File: src/rtl/branch_predictor_pkg.sv
// Shared definitions for the fetch-side branch predictor: branch type encoding
// (common with the branch condition unit and decoder) and 2-bit counter states.
package branch_predictor_pkg;

    typedef enum logic [2:0] {
        BR_BEQ  = 3'b000,
        BR_BNE  = 3'b001,
        BR_NONE = 3'b010,
        BR_JUMP = 3'b011,
        BR_BLT  = 3'b100,
        BR_BGE  = 3'b101,
        BR_BLTU = 3'b110,
        BR_BGEU = 3'b111
    } br_type_t;

    typedef enum logic [1:0] {
        SNT = 2'b00,
        WNT = 2'b01,
        WT  = 2'b10,
        ST  = 2'b11
    } ctr_state_t;

    function automatic logic [31:0] seq_pc(input logic [31:0] pc);
        return pc + 32'd4;
    endfunction

endpackage

File: src/rtl/branch_predictor_sat_counter2.sv
// Next-state function of a 2-bit saturating up/down direction counter,
// shared by all BTB entries since only one entry is trained per cycle.
module sat_counter2
    import branch_predictor_pkg::*;
(
    input  ctr_state_t ctr,
    input  logic       inc,
    output ctr_state_t ctr_next
);

    always_comb begin
        ctr_next = ctr;
        unique case (ctr)
            SNT: ctr_next = inc ? WNT : SNT;
            WNT: ctr_next = inc ? WT  : SNT;
            WT:  ctr_next = inc ? ST  : WNT;
            ST:  ctr_next = inc ? ST  : WT;
            default: ctr_next = WNT;
        endcase
    end

endmodule

File: src/rtl/branch_predictor.sv
// Direct-mapped BTB with 2-bit counters: predicts fetch direction/target in the
// same cycle, trains from execute, and raises a registered redirect on mispredicts.
module branch_predictor
    import branch_predictor_pkg::*;
#(
    parameter int IDX_BITS = 4,
    parameter int TAG_BITS = 8
) (
    input  logic        clk,
    input  logic        rst_n,
    input  logic        f_valid,
    input  logic [31:0] f_pc,
    output logic        pred_hit,
    output logic        pred_taken,
    output logic [31:0] pred_target,
    input  logic        e_valid,
    input  logic [31:0] e_pc,
    input  logic [2:0]  e_br_type,
    input  logic        e_taken,
    input  logic [31:0] e_target,
    input  logic        e_pred_taken,
    input  logic [31:0] e_pred_target,
    output logic        mispredict,
    output logic [31:0] redirect_pc,
    output logic [31:0] mispred_count
);

    localparam int ENTRIES = 1 << IDX_BITS;

    logic [ENTRIES-1:0]  valid_q;
    ctr_state_t          ctr_q    [ENTRIES];
    logic [TAG_BITS-1:0] tag_q    [ENTRIES];
    logic [31:0]         target_q [ENTRIES];

    logic [IDX_BITS-1:0] f_idx, e_idx;
    logic [TAG_BITS-1:0] f_tag, e_tag;
    logic                e_hit, do_update, eff_taken, wrong;
    ctr_state_t          ctr_upd;

    assign f_idx = f_pc[IDX_BITS+1:2];
    assign f_tag = f_pc[IDX_BITS+TAG_BITS+1:IDX_BITS+2];
    assign e_idx = e_pc[IDX_BITS+1:2];
    assign e_tag = e_pc[IDX_BITS+TAG_BITS+1:IDX_BITS+2];

    // Reads see the table as it was before this cycle's training write.
    assign pred_hit    = f_valid & valid_q[f_idx] & (tag_q[f_idx] == f_tag);
    assign pred_taken  = pred_hit & ctr_q[f_idx][1];
    assign pred_target = pred_taken ? target_q[f_idx] : seq_pc(f_pc);

    assign e_hit     = valid_q[e_idx] & (tag_q[e_idx] == e_tag);
    assign do_update = e_valid & (e_br_type != BR_NONE);

    sat_counter2 u_sat_counter2 (
        .ctr      (ctr_q[e_idx]),
        .inc      (e_taken),
        .ctr_next (ctr_upd)
    );

    always_ff @(posedge clk or negedge rst_n) begin
        if (!rst_n) begin
            valid_q <= '0;
            for (int i = 0; i < ENTRIES; i++) begin
                ctr_q[i] <= WNT;
            end
        end else if (do_update) begin
            valid_q[e_idx] <= 1'b1;
            if (e_hit) begin
                ctr_q[e_idx] <= ctr_upd;
            end else begin
                ctr_q[e_idx] <= e_taken ? WT : WNT;
            end
        end
    end

    // A not-taken resolution on a hit keeps the last known taken target.
    always_ff @(posedge clk) begin
        if (do_update) begin
            tag_q[e_idx] <= e_tag;
            if (!e_hit || e_taken) begin
                target_q[e_idx] <= e_target;
            end
        end
    end

    // Non-branches can never be taken, so a stale taken prediction falls through.
    assign eff_taken = e_taken & (e_br_type != BR_NONE);
    assign wrong     = (eff_taken != e_pred_taken) |
                       (eff_taken & (e_target != e_pred_target));

    always_ff @(posedge clk or negedge rst_n) begin
        if (!rst_n) begin
            mispredict    <= 1'b0;
            redirect_pc   <= '0;
            mispred_count <= '0;
        end else begin
            mispredict <= e_valid & wrong;
            if (e_valid && wrong) begin
                redirect_pc <= eff_taken ? e_target : seq_pc(e_pc);
                if (mispred_count != 32'hFFFF_FFFF) begin
                    mispred_count <= mispred_count + 32'd1;
                end
            end
        end
    end

endmodule
File: config.mk
export PLATFORM = sky130hd
export DESIGN_NAME = branch_predictor
export DESIGN_NICKNAME = d
export VERILOG_FILES = /design/src/rtl/branch_predictor_pkg.sv /design/src/rtl/branch_predictor_sat_counter2.sv /design/src/rtl/branch_predictor.sv
export SDC_FILE = /design/constraint.sdc
export NUM_CORES = 1
export LEC_CHECK = 0
export BUFFER_PORTS_ARGS = -buffer_cell sky130_fd_sc_hd__clkbuf_2
export CAP_MARGIN = 20
export CELL_PAD_IN_SITES_DETAIL_PLACEMENT = 0
export CELL_PAD_IN_SITES_GLOBAL_PLACEMENT = 2
export CORE_MARGIN = 3
export CORE_UTILIZATION = 50
export DETAILED_ROUTE_END_ITERATION = 10
export GPL_TIMING_DRIVEN = 0
export HOLD_SLACK_MARGIN = 0.12
export PLACE_DENSITY = 0.95
export SLEW_MARGIN = 40
export SYNTH_ARGS = -nofsm -noshare
export SYNTH_HDL_FRONTEND = slang
export SYNTH_SLANG_ARGS = --single-unit
File: constraint.sdc
create_clock -name clk -period 8.4 [get_ports clk]
set_input_delay 1.68 -clock clk [delete_from_list [all_inputs] [get_ports clk]]
set_output_delay 1.68 -clock clk [all_outputs]
set_load 0.03 [all_outputs]
==> results of run 1 <==
kinds of logic (layout without fill, tap and decap cells):
logic type               after synthesis  after routing
AO/OA/AOI/OAI                         94             94
XOR/XNOR                             134            134
adder cells (fa/ha/maj)                6              6
buffers and inverters                101            563
flip-flops                           753            753
multiplexers                         339            339
other                                  0              2
AND/OR/NAND/NOR                      322            322
area by class of cell:
class	instances	area [um^2]	area share, %
multi-input combinational	895	10300	26.8
sequential	753	22100	57.4
buffer	89	504	1.31
timing repair buffer	325	1900	4.94
antenna	2	5.00	0.0130
clock inverter	39	472	1.23
tap	855	1070	2.78
inverter	12	45.0	0.117
clock buffer	98	2050	5.33
critical path, cell delays in order:
cell and delay [ns]:
clkbuf_2 0.19, buf_2 0.34, buf_2 0.38, buf_1 0.70, clkbuf_1 0.42, clkbuf_1 0.69, mux4_2 0.42, mux4_2 0.57
mux2_1 0.35, clkbuf_2 0.20
state kept, by name, indices dropped and copies added (netlist names):
name and flops:
ctr_q 32, mispred_count 32, mispredict 1, redirect_pc 32, tag_q 128, target_q 512
valid_q 16
worst paths after layout:
check / end / slack (ns)
setup / recovery: pred_target[10] / 0.75
hold / removal: redirect_pc[29]$_DFFE_PN0P_ / 0.49
setup reg to reg: target_q[15][29]$_DFFE_PP_ / 3.91
hold reg to reg: redirect_pc[29]$_DFFE_PN0P_ / 0.49
max in group asynchronous: ctr_q[6]$_DFFE_PN1P_ / 6.71
min in group asynchronous: mispred_count[8]$_DFFE_PN0P_ / 0.98
where the power goes:
group | internal [mW] | switching [mW] | total [mW]
clock network | 1.99 | 1.44 | 3.43
logic | 0.392 | 0.560 | 0.952
registers | 4.24 | 0.105 | 4.34
cells in the mapped netlist, types with 22 or more instances:
cell      count  area [um^2]
nor2_1       47          176
mux2_1       28          315
nand3_1      40          200
buf_2        23          115
o21ai_0      52          260
xor2_1       49          429
nor3_1       28          140
nand2_1      98          368
nand4_1      22          138
mux4_2      238         5360
mux2i_1      27          270
xnor2_1      85          744
dfrtp_1      97         2430
mux2_2       27          304
edfxtp_1    640        19200
clkbuf_1     33          124
metal layers:
layer / track usage, % / vias up / wire length (um)
li1: - / 7865 / -
met1: 36.5 / 10000 / 34000
met2: 45.8 / 1167 / 46700
met3: 5.98 / 196 / 9390
met4: 9.19 / 6 / 3120
met5: 0 / - / 36
==> summary.txt, run 1 <==
Outcome
  • Status: complete, no violations

STA
  • Min Tclk post-route: between 7 and 8 ns
  • Final hold slack: ~0.49 ns
  • Count of final max-slew check failures: 0
  • Setup violators final: 0
  • Final period utilization: 91.1%
  • Worst Setup Slack, final: 0.750 ns
  • Final Skew: 0.0367 ns
  • Worst slew pin tran: roughly 0.9 ns
  • Final Hold Fails: 0
  • Max-slew headroom: 39.5%
  • RSZ-0062 raised after global routing: no
  • Setup TNS: 0 ns
  • Max Freq: about 0.13 GHz

Min path
  • Hold path depth: 2
  • Min-delay src: redirect_pc[29]$_DFFE_PN0P_
  • Worst min path class: reg2reg

Die
  • Row Count: 93
  • Total die area: roughly 68000 um^2
  • Io pins: 236
  • Initial Util: 50.6%
  • CORE AREA: 64600 um^2
  • Die Ht: around 260 um
  • Die X: 262 um

Yosys
  • Syn Nets: 1892
  • Adder-cell share of the synthesized area: 0.230%
  • Mean area per synthesized cell: 18.7 um^2
  • Syn Inst Count: 1749
  • Synth Area in Compound Gates: ~1.8%
  • Simple-gate share of the synthesized area: 4.94%
  • Seq/Total Area, Yosys: 67.5%
  • Asr flop ratio synth: between 10% and 20%
  • Number of synthesized register bits: ~750
  • Largest family of logic cells by synthesized area: multiplexers
  • Xor/xnor share of the synthesized area: under 10%
  • Ys Warns: 0
  • Yosys cell types: 55
  • Post-Syn Area: 32700 um^2
  • Synth Flop Type: edfxtp_1
  • Number of flops mapped to enable cells by yosys: 640
  • Post-synthesis mux area share: 20.3%

Final layout
  • Most common cell after layout, fill and taps aside: edfxtp_1
  • Filler cells: around 4600
  • Most frequent cells in the layout: edfxtp_1 (640), clkbuf_2 (241), mux4_2 (238), nand2_1 (98), dfrtp_1 (97)
  • Finished layout cell area: 38400 um^2
  • Nets: about 2300
  • Area added between synthesis and finish: 17.6%
  • Finished Core Util: 59.5%
  • Non-filler cells, final: 3068
  • Layout cell share with drive strength beyond 1: 38.2%

Placement
  • Port bufs: 231
  • Post-DP HPWL: approximately 65 mm
  • Dpl ws: 0.744 ns
  • Placed cell areas: 35900 um^2
  • Final GP Congestion: 0.846
  • Placed Instances: approximately 2900

Route
  • WL/cell: 30.4 um
  • Drt first pass iters: 8
  • Antenna Nets Post-Route: 0
  • Final WL: 93.2 mm
  • Post-DR vias/cell: 6.27
  • DRC: 0
  • Initial DRC Count: roughly 2300
  • Routed vias: 19200

Clock network
  • CTS clk-pin slew, worst paths: 0.06 ns
  • CTS resizes: 0
  • Clk root buf: clkbuf_16
  • Sink Count: 753
  • Worst-Skew Late Latency: about 0.63 ns
  • Post-CTS setup buffer count: 0
  • CTS H-tree lvls: 3
  • CTS max path bufs: 3
  • CTS Buf Count: 76
  • CTS tree: yes
  • CTS Hold Bufs: 0

Setup path
  • CP Capture Type: primary output
  • Crit-path max FO: 10
  • Crit path DAT: 5.97 ns
  • Req. time, crit path: 6.72 ns
  • Setup CP Type: in2out
  • Crit path launch: f_pc[3]
  • Reg-to-reg startpoint: tag_q[3][4]$_DFFE_PP_
  • Startpoint Class: input pin
  • R2R depth: 14

Pwr
  • Cell Pwr Density: 227 nW/um^2
  • Leak pwr: 13.5 nW
  • Total power: 8.72 mW
  • Worst IR Drop VDD: 0.000158 V

GRT
  • Initial antenna violation count: 4
  • Vias in the first global route: 19600
  • Global-route wire length before repair: 135 mm
  • Total grt overflow: 0
  • Largest net degree at the start of global routing: 73
  • Global-route usage over all layers: 27.5%

Flow run
  • Max Cap Violations: 0
Note: power is estimated with default switching activity, not from simulation.
==> run 2, diff against run 1 <==
--- a/config.mk
+++ b/config.mk
@@ -5,17 +5,18 @@
 export SDC_FILE = /design/constraint.sdc
 export NUM_CORES = 1
 export LEC_CHECK = 0
-export BUFFER_PORTS_ARGS = -buffer_cell sky130_fd_sc_hd__clkbuf_2
 export CAP_MARGIN = 20
 export CELL_PAD_IN_SITES_DETAIL_PLACEMENT = 0
 export CELL_PAD_IN_SITES_GLOBAL_PLACEMENT = 2
 export CORE_MARGIN = 3
-export CORE_UTILIZATION = 50
+export CORE_UTILIZATION = 52
 export DETAILED_ROUTE_END_ITERATION = 10
+export DONT_BUFFER_PORTS = 1
 export GPL_TIMING_DRIVEN = 0
 export HOLD_SLACK_MARGIN = 0.12
 export PLACE_DENSITY = 0.95
 export SLEW_MARGIN = 40
 export SYNTH_ARGS = -nofsm -noshare
 export SYNTH_HDL_FRONTEND = slang
+export SYNTH_HIERARCHICAL = 1
 export SYNTH_SLANG_ARGS = --single-unit
==> run 2 against run 1 <==
Net effect:
- final area decreased by 3.8%
- sequential power rose by 2%
- sequential share of layout area up 2.3 points
- die area is 4.4% lower
- core utilization up 1.1 points
- combinational power fell by 31%
- worst setup slack gained 0.27 ns
- via count decreased by 4.0%
- critical path type unchanged
==> summary.txt, run 2 <==
Final layout
  • Filler cells: 4332
  • Finished layout cell area: 37000 um^2
  • Max reg flops: 512
  • Nets: 2070
  • Inserted Diodes: 0
  • Most common cell after layout, fill and taps aside: edfxtp_1
  • Top reg by flops: target_q
  • Area added between synthesis and finish: 13.9%
  • Most frequent cells in the layout: edfxtp_1 (640), mux4_2 (239), dfrtp_1 (97), xnor2_1 (91), clkbuf_16 (78)
  • Regs by FF count: target_q (512), tag_q (128)
  • Finished Core Util: roughly three fifths
  • Layout cell share with drive strength beyond 1: slightly above 30%

Die
  • Initial Util: 53.1%
  • Row Count: 90
  • Total die area: 65400 um^2
  • Io pins: 236
  • Die X: 256 um
  • CORE AREA: 61000 um^2
  • Die Ht: 256 um

Clock network
  • CTS resizes: 0
  • Post-CTS setup buffer count: 0
  • Sink Count: between 700 and 800
  • CTS max path bufs: 3
  • Clk root buf: clkbuf_16
  • Worst-Skew Late Latency: 0.63 ns
  • CTS clk-pin slew, worst paths: 0.06 ns
  • CTS H-tree lvls: 3
  • CTS Buf Count: 76
  • CTS tree: yes
  • CTS Hold Bufs: 0

GRT
  • Largest net degree at the start of global routing: 114
  • Total grt overflow: 0
  • Vias in the first global route: 18600
  • Global-route usage over all layers: about 28%
  • Global-route wire length before repair: 134 mm
  • Initial antenna violation count: 3

Setup path
  • R2R Setup Slk: 4.16 ns
  • Largest delay share family, worst path: simple AND/OR/NAND/NOR gates
  • Crit path DAT: around 5.7 ns
  • Setup CP Type: in2out
  • Critical Path Max Stage Delay: 0.72 ns
  • Startpoint Class: input pin
  • Crit-path slowest cell: nor3b_4
  • Crit-path max FO: 10
  • CP cell instances: buf_4 > buf_4 > buf_2 > mux4_2 > mux2i_1 > a21oi_1 > xor2_1 > or4_4 > nor3b_4 > buf_6 > mux2i_1
  • CP Capture Type: primary output
  • Req. time, crit path: 6.72 ns
  • Critical path buffers and inverters: 4

Pwr
  • Clock power share: between 30 and 40%
  • Sequential share of power: 52.3%
  • Int Pwr: ~6.5 mW
  • Gate power share: under 10%
  • Psw: 1.98 mW
  • Leak pwr: between 10 and 15 nW
  • Worst IR Drop VDD: 0.000195 V
  • Cell Pwr Density: about 230 nW/um^2
  • Switching Fraction: 23.4%

STA
  • Setup violators final: 0
  • Count of final max-slew check failures: 0
  • Setup TNS: 0 ns
  • Max Freq: 0.136 GHz
  • Final hold slack: 0.479 ns
  • Worst slew pin tran: 0.903 ns
  • Final Hold Fails: 0
  • Max-slew headroom: 39.8%
  • Worst Setup Slack, final: approximately 1.0 ns
  • Min Tclk post-route: 7.38 ns
  • Final period utilization: 87.8%
  • RSZ-0062 raised after global routing: no
  • Final Skew: between 0.02 and 0.03 ns

Outcome
  • Status: complete, no violations

Min path
  • Worst min path class: reg2reg

Yosys
  • Number of synthesized register bits: around 750
  • Post-synth top area share: between 50% and 60%
  • Cell with the most instances after synthesis: edfxtp_1
  • Syn Nets: 1900
  • Asr flop ratio synth: approximately 15%
  • Ys Warns: 6
  • Mean area per synthesized cell: 18.5 um^2
  • Synth Flop Type: edfxtp_1
  • Number of flops mapped to enable cells by yosys: 640
  • Top cells by area, synth: edfxtp_1 (59%), mux4_2 (17%), dfrtp_1 (7.5%)
  • Top cells by count, synth: edfxtp_1 (640), mux4_2 (239), dfrtp_1 (97)
  • Seq/Total Area, Yosys: between 60% and 70%
  • Post-Syn Area: around 32000 um^2
  • Synth area leader: edfxtp_1
  • Syn Inst Count: 1757
  • Yosys cell types: 52

Placement
  • Final GP Congestion: 0.852
  • Post-DP HPWL: about 63 mm
  • Dpl ws: between 1 and 1.5 ns
  • Placed cell areas: 34500 um^2
  • Port bufs: 0

Route
  • Drt first pass iters: 6
  • Post-DR vias/cell: roughly 6.6
  • DRC: 0
  • Final WL: 92.2 mm
  • Initial DRC Count: 2175
  • Routed vias: 18500
  • Antenna Nets Post-Route: 0
  • WL/cell: approximately 33 um

Flow run
  • Max Cap Violations: 0
==> run 2: kinds of logic after synthesis <==
family / synth area share, %
and+or+nand+nor: 4.85
xor gates and xnor gates: 3.54
muxes: 19.1
AOI/OAI and AO/OA: 2.54
DFF: 68.0
buffers and inverters: 1.66
adders and majority gates: 0.301
==> run 2: cell type report <==
| class | count | area [um^2] | area share, % |
|---|---|---|---|
| buffer | 93 | 515 | 1.39 |
| multi-input combinational | 900 | 10000 | 27.2 |
| clock buffer | 99 | 2050 | 5.55 |
| tap | 828 | 1040 | 2.80 |
| inverter | 11 | 41.3 | 0.112 |
| sequential | 753 | 22100 | 59.7 |
| timing repair buffer | 92 | 797 | 2.16 |
| clock inverter | 39 | 409 | 1.11 |
==> run 2: path summary, 6_finish.rpt <==
check / start / endpoint / cells past startpoint
max: f_pc[4] / pred_target[2] / 11
min: valid_q[9]$_DFFE_PN0P_ / valid_q[9]$_DFFE_PN0P_ / 1
max reg2reg: tag_q[6][2]$_DFFE_PP_ / target_q[6][26]$_DFFE_PP_ / 13
min reg2reg: valid_q[9]$_DFFE_PN0P_ / valid_q[9]$_DFFE_PN0P_ / 1
max in group asynchronous: rst_n / redirect_pc[25]$_DFFE_PN0P_ / 0
min in group asynchronous: rst_n / valid_q[15]$_DFFE_PN0P_ / 0
==> run 2: layer usage <==
| metal | wire [um] | part of all wire, % | track usage (%) | vias to the layer above |
|---|---|---|---|---|
| met1 | 33900 | 37 | 37.2 | 9673 |
| met2 | 45000 | 49 | 45.8 | 1192 |
| met4 | 3050 | 3.3 | 9.42 | 2 |
| met5 | 8 | 0.0087 | 0 | - |
| met3 | 10300 | 11 | 8.72 | 178 |
| li1 | - | - | - | 7429 |
==> run 2: power groups by stage <==
stage	Clock, mW	Combinational [mW]	Sequential [mW]
2_1_floorplan	0	0.480	4.45
3_3_place_gp	0	0.620	4.48
3_5_place_dp	0	0.654	4.49
4_1_cts	3.41	0.663	4.41
5_1_grt	3.54	0.707	4.43
6_report	3.37	0.661	4.42
==> run 2: worst reg2reg max path, cell delays in order (launching register included) <==
cell and delay, ns:
edfxtp_1 0.40, mux4_2 0.48, a22oi_1 0.25, a21oi_1 0.10, or4_1 0.58, nor4_2 0.33, and3_1 0.25, buf_2 0.30
buf_2 0.35, nor3_2 0.14, buf_2 0.25, buf_4 0.19, buf_2 0.19, buf_4 0.20
==> run 2: through the flow <==
stage	total power, mW	cells
2_1_floorplan	4.93	1757
3_3_place_gp	5.10	2585
3_5_place_dp	5.14	2676
4_1_cts	8.48	2814
5_1_grt	8.68	2815
6_report	8.45	2815
==> run 3, diff against run 2 <==
--- a/config.mk
+++ b/config.mk
@@ -5,16 +5,18 @@
 export SDC_FILE = /design/constraint.sdc
 export NUM_CORES = 1
 export LEC_CHECK = 0
+export BUFFER_PORTS_ARGS = -buffer_cell sky130_fd_sc_hd__clkbuf_2
 export CAP_MARGIN = 20
 export CELL_PAD_IN_SITES_DETAIL_PLACEMENT = 0
 export CELL_PAD_IN_SITES_GLOBAL_PLACEMENT = 2
 export CORE_MARGIN = 3
-export CORE_UTILIZATION = 52
+export CORE_UTILIZATION = 50
 export DETAILED_ROUTE_END_ITERATION = 10
-export DONT_BUFFER_PORTS = 1
+export GPL_ROUTABILITY_DRIVEN = 0
 export GPL_TIMING_DRIVEN = 0
 export HOLD_SLACK_MARGIN = 0.12
 export PLACE_DENSITY = 0.95
+export RECOVER_POWER = 50
 export SLEW_MARGIN = 40
 export SYNTH_ARGS = -nofsm -noshare
 export SYNTH_HDL_FRONTEND = slang
==> run 3 against run 2 <==
Net effect:
- the run now ends with max-capacitance violations, max-slew violations left
- non-clock buffer count increased by 238
- power increased by 3.5%
- die area increased by 3.9%
- register-to-register slack improved by 0.17 ns
- largest power group unchanged
==> summary.txt, run 3 (synthesized netlist as in run 2, its figures left out) <==
Pwr
  • Leak pwr: 13.1 nW
  • Psw: about 2.1 mW
  • Sequential share of power: 49.4%
  • Int Pwr: 6.63 mW
  • Clock power share: 40.2%
  • Switching Fraction: 24.2%
  • Worst IR Drop VDD: 0.000157 V
  • Gate power share: 10.4%
  • Cell Pwr Density: between 200 and 250 nW/um^2
  • Total power: 8.75 mW

Clock network
  • CTS Buf Count: 77
  • Post-CTS setup buffer count: 0
  • CTS resizes: 0
  • CTS clk-pin slew, worst paths: 0.06 ns
  • CTS max path bufs: 3
  • CTS Hold Bufs: 0
  • CTS H-tree lvls: 3
  • Clk root buf: clkbuf_16
  • CTS tree: yes
  • Sink Count: 753
  • Worst-Skew Late Latency: 0.65 ns

Flow run
  • Max Cap Violations: 2

STA
  • Setup TNS: 0 ns
  • RSZ-0062 raised after global routing: no
  • Final Skew: roughly 0.037 ns
  • Worst slew pin tran: 3.81 ns
  • Final Hold Fails: 0
  • Worst Setup Slack, final: 1.05 ns
  • Max Freq: 0.136 GHz
  • Count of final max-slew check failures: 116
  • Setup violators final: 0
  • Min Tclk post-route: 7.35 ns
  • Max-slew headroom: -154%
  • Final period utilization: 87.5%

Placement
  • Post-DP HPWL: approximately 65 mm
  • Port bufs: 231
  • Dpl ws: approximately 1.0 ns

Die
  • CORE AREA: 63700 um^2
  • Die X: 261 um
  • Initial Util: 51.0%
  • Row Count: 92
  • Io pins: around 240
  • Total die area: just under 70000 um^2
  • Die Ht: 261 um

Route
  • DRC: 0
  • Initial DRC Count: 2310
  • Final WL: 93.7 mm
  • Antenna Nets Post-Route: 0
  • Routed vias: 19400
  • Post-DR vias/cell: 6.31
  • WL/cell: between 30 and 40 um
  • Drt first pass iters: 5

Setup path
  • Req. time, crit path: 6.72 ns
  • Crit-path max FO: 10
  • Reg-to-reg startpoint: tag_q[14][2]$_DFFE_PP_
  • Startpoint Class: input pin
  • Crit path launch: f_pc[3]
  • CP cell instances: clkbuf_2 > buf_6 > buf_6 > buf_4 > buf_2 > buf_1 > clkbuf_1 > mux4_2 > mux4_2 > mux2_2 > clkbuf_2
  • Crit-path slowest cell: clkbuf_1
  • Critical Path Max Stage Delay: ~0.65 ns
  • Critical path buffers and inverters: 8
  • Setup CP Type: in2out
  • Largest delay share family, worst path: buffers and inverters
  • CP Capture Type: primary output
  • Crit path DAT: 5.67 ns

Final layout
  • Most frequent cells in the layout: edfxtp_1 (640), mux4_2 (239), clkbuf_2 (150), clkbuf_1 (134), dfrtp_1 (97)
  • Area added between synthesis and finish: 17.8%
  • Most common cell after layout, fill and taps aside: edfxtp_1
  • Regs by FF count: target_q (512), tag_q (128)
  • Max reg flops: 512
  • Nets: about 2300
  • Layout cell share with drive strength beyond 1: 34.2%
  • Top reg by flops: target_q
  • Filler cells: 4489

GRT
  • Initial antenna violation count: 6
  • Global-route wire length before repair: 136 mm
  • Total grt overflow: 0
  • Vias in the first global route: 19700
  • Largest net degree at the start of global routing: 72
  • Global-route usage over all layers: around 28%

Outcome
  • Failing checks: max-capacitance violations, max-slew violations
  • Status: finished with violations

Min path
  • Worst min path class: reg2reg
  • Min-delay src: redirect_pc[26]$_DFFE_PN0P_
-- run 3: cell types whose count changed in the layout (fill, tap and decap cells not counted), sizes merged --
cell,previous run,this run
buf,145,153
clkbuf,139,362
diode,0,2
inv,15,14
bufinv,6,10
clkinv,25,30
clkinvlp,4,5
-- run 3: power by group through the flow --
| stage | registers (mW) | logic, mW | clock network, mW |
|---|---|---|---|
| after floorplan | 4.45 | 0.480 | 0 |
| after global placement | 4.39 | 0.868 | 0 |
| after detailed placement | 4.39 | 0.910 | 0 |
| after CTS | 4.32 | 0.918 | 3.55 |
| after global routing | 4.34 | 0.967 | 3.70 |
| final | 4.32 | 0.906 | 3.52 |
-- run 3: path summary, 6_finish.rpt --
kind | to | slack (ns) | cells past startpoint
max | pred_target[28] | 1.05 | 11
max reg2reg | target_q[12][24]$_DFFE_PP_ | 4.33 | 12
min in group asynchronous | valid_q[9]$_DFFE_PN0P_ | 1.75 | 1
min reg2reg | redirect_pc[26]$_DFFE_PN0P_ | 0.48 | 1
max in group asynchronous | redirect_pc[25]$_DFFE_PN0P_ | 2.09 | 2
min | redirect_pc[26]$_DFFE_PN0P_ | 0.48 | 1
-- run 3: final cells by class --
class | instances | area, um^2 | area share [%]
antenna | 2 | 5.00 | 0.0131
clock inverter | 48 | 603 | 1.58
multi-input combinational | 900 | 10000 | 26.3
inverter | 11 | 41.3 | 0.108
timing repair buffer | 330 | 1860 | 4.87
tap | 846 | 1060 | 2.77
sequential | 753 | 22100 | 57.8
buffer | 93 | 517 | 1.35
clock buffer | 92 | 2000 | 5.25
-- run 3: routing by layer --
metal | global-route usage, % | vias to the layer above | share of wire [%]
met3 | 7.72 | 206 | 11
met2 | 45.3 | 1299 | 49
met5 | 0 | - | 0.042
li1 | - | 7936 | -
met1 | 36.5 | 9962 | 36
met4 | 11.1 | 6 | 4.0
-- run 3: per-stage QoR --
stage,std cells,util (%),hold WS (ns),instance area (um^2)
after floorplan,1757,-,0.452,32400
after global routing,3075,60.0,0.494,38200
after detailed placement,2933,56.1,0.467,35700
final,3075,60.0,0.479,38200
after CTS,3073,60.2,0.479,38300
after global placement,2834,54.4,0.462,34700
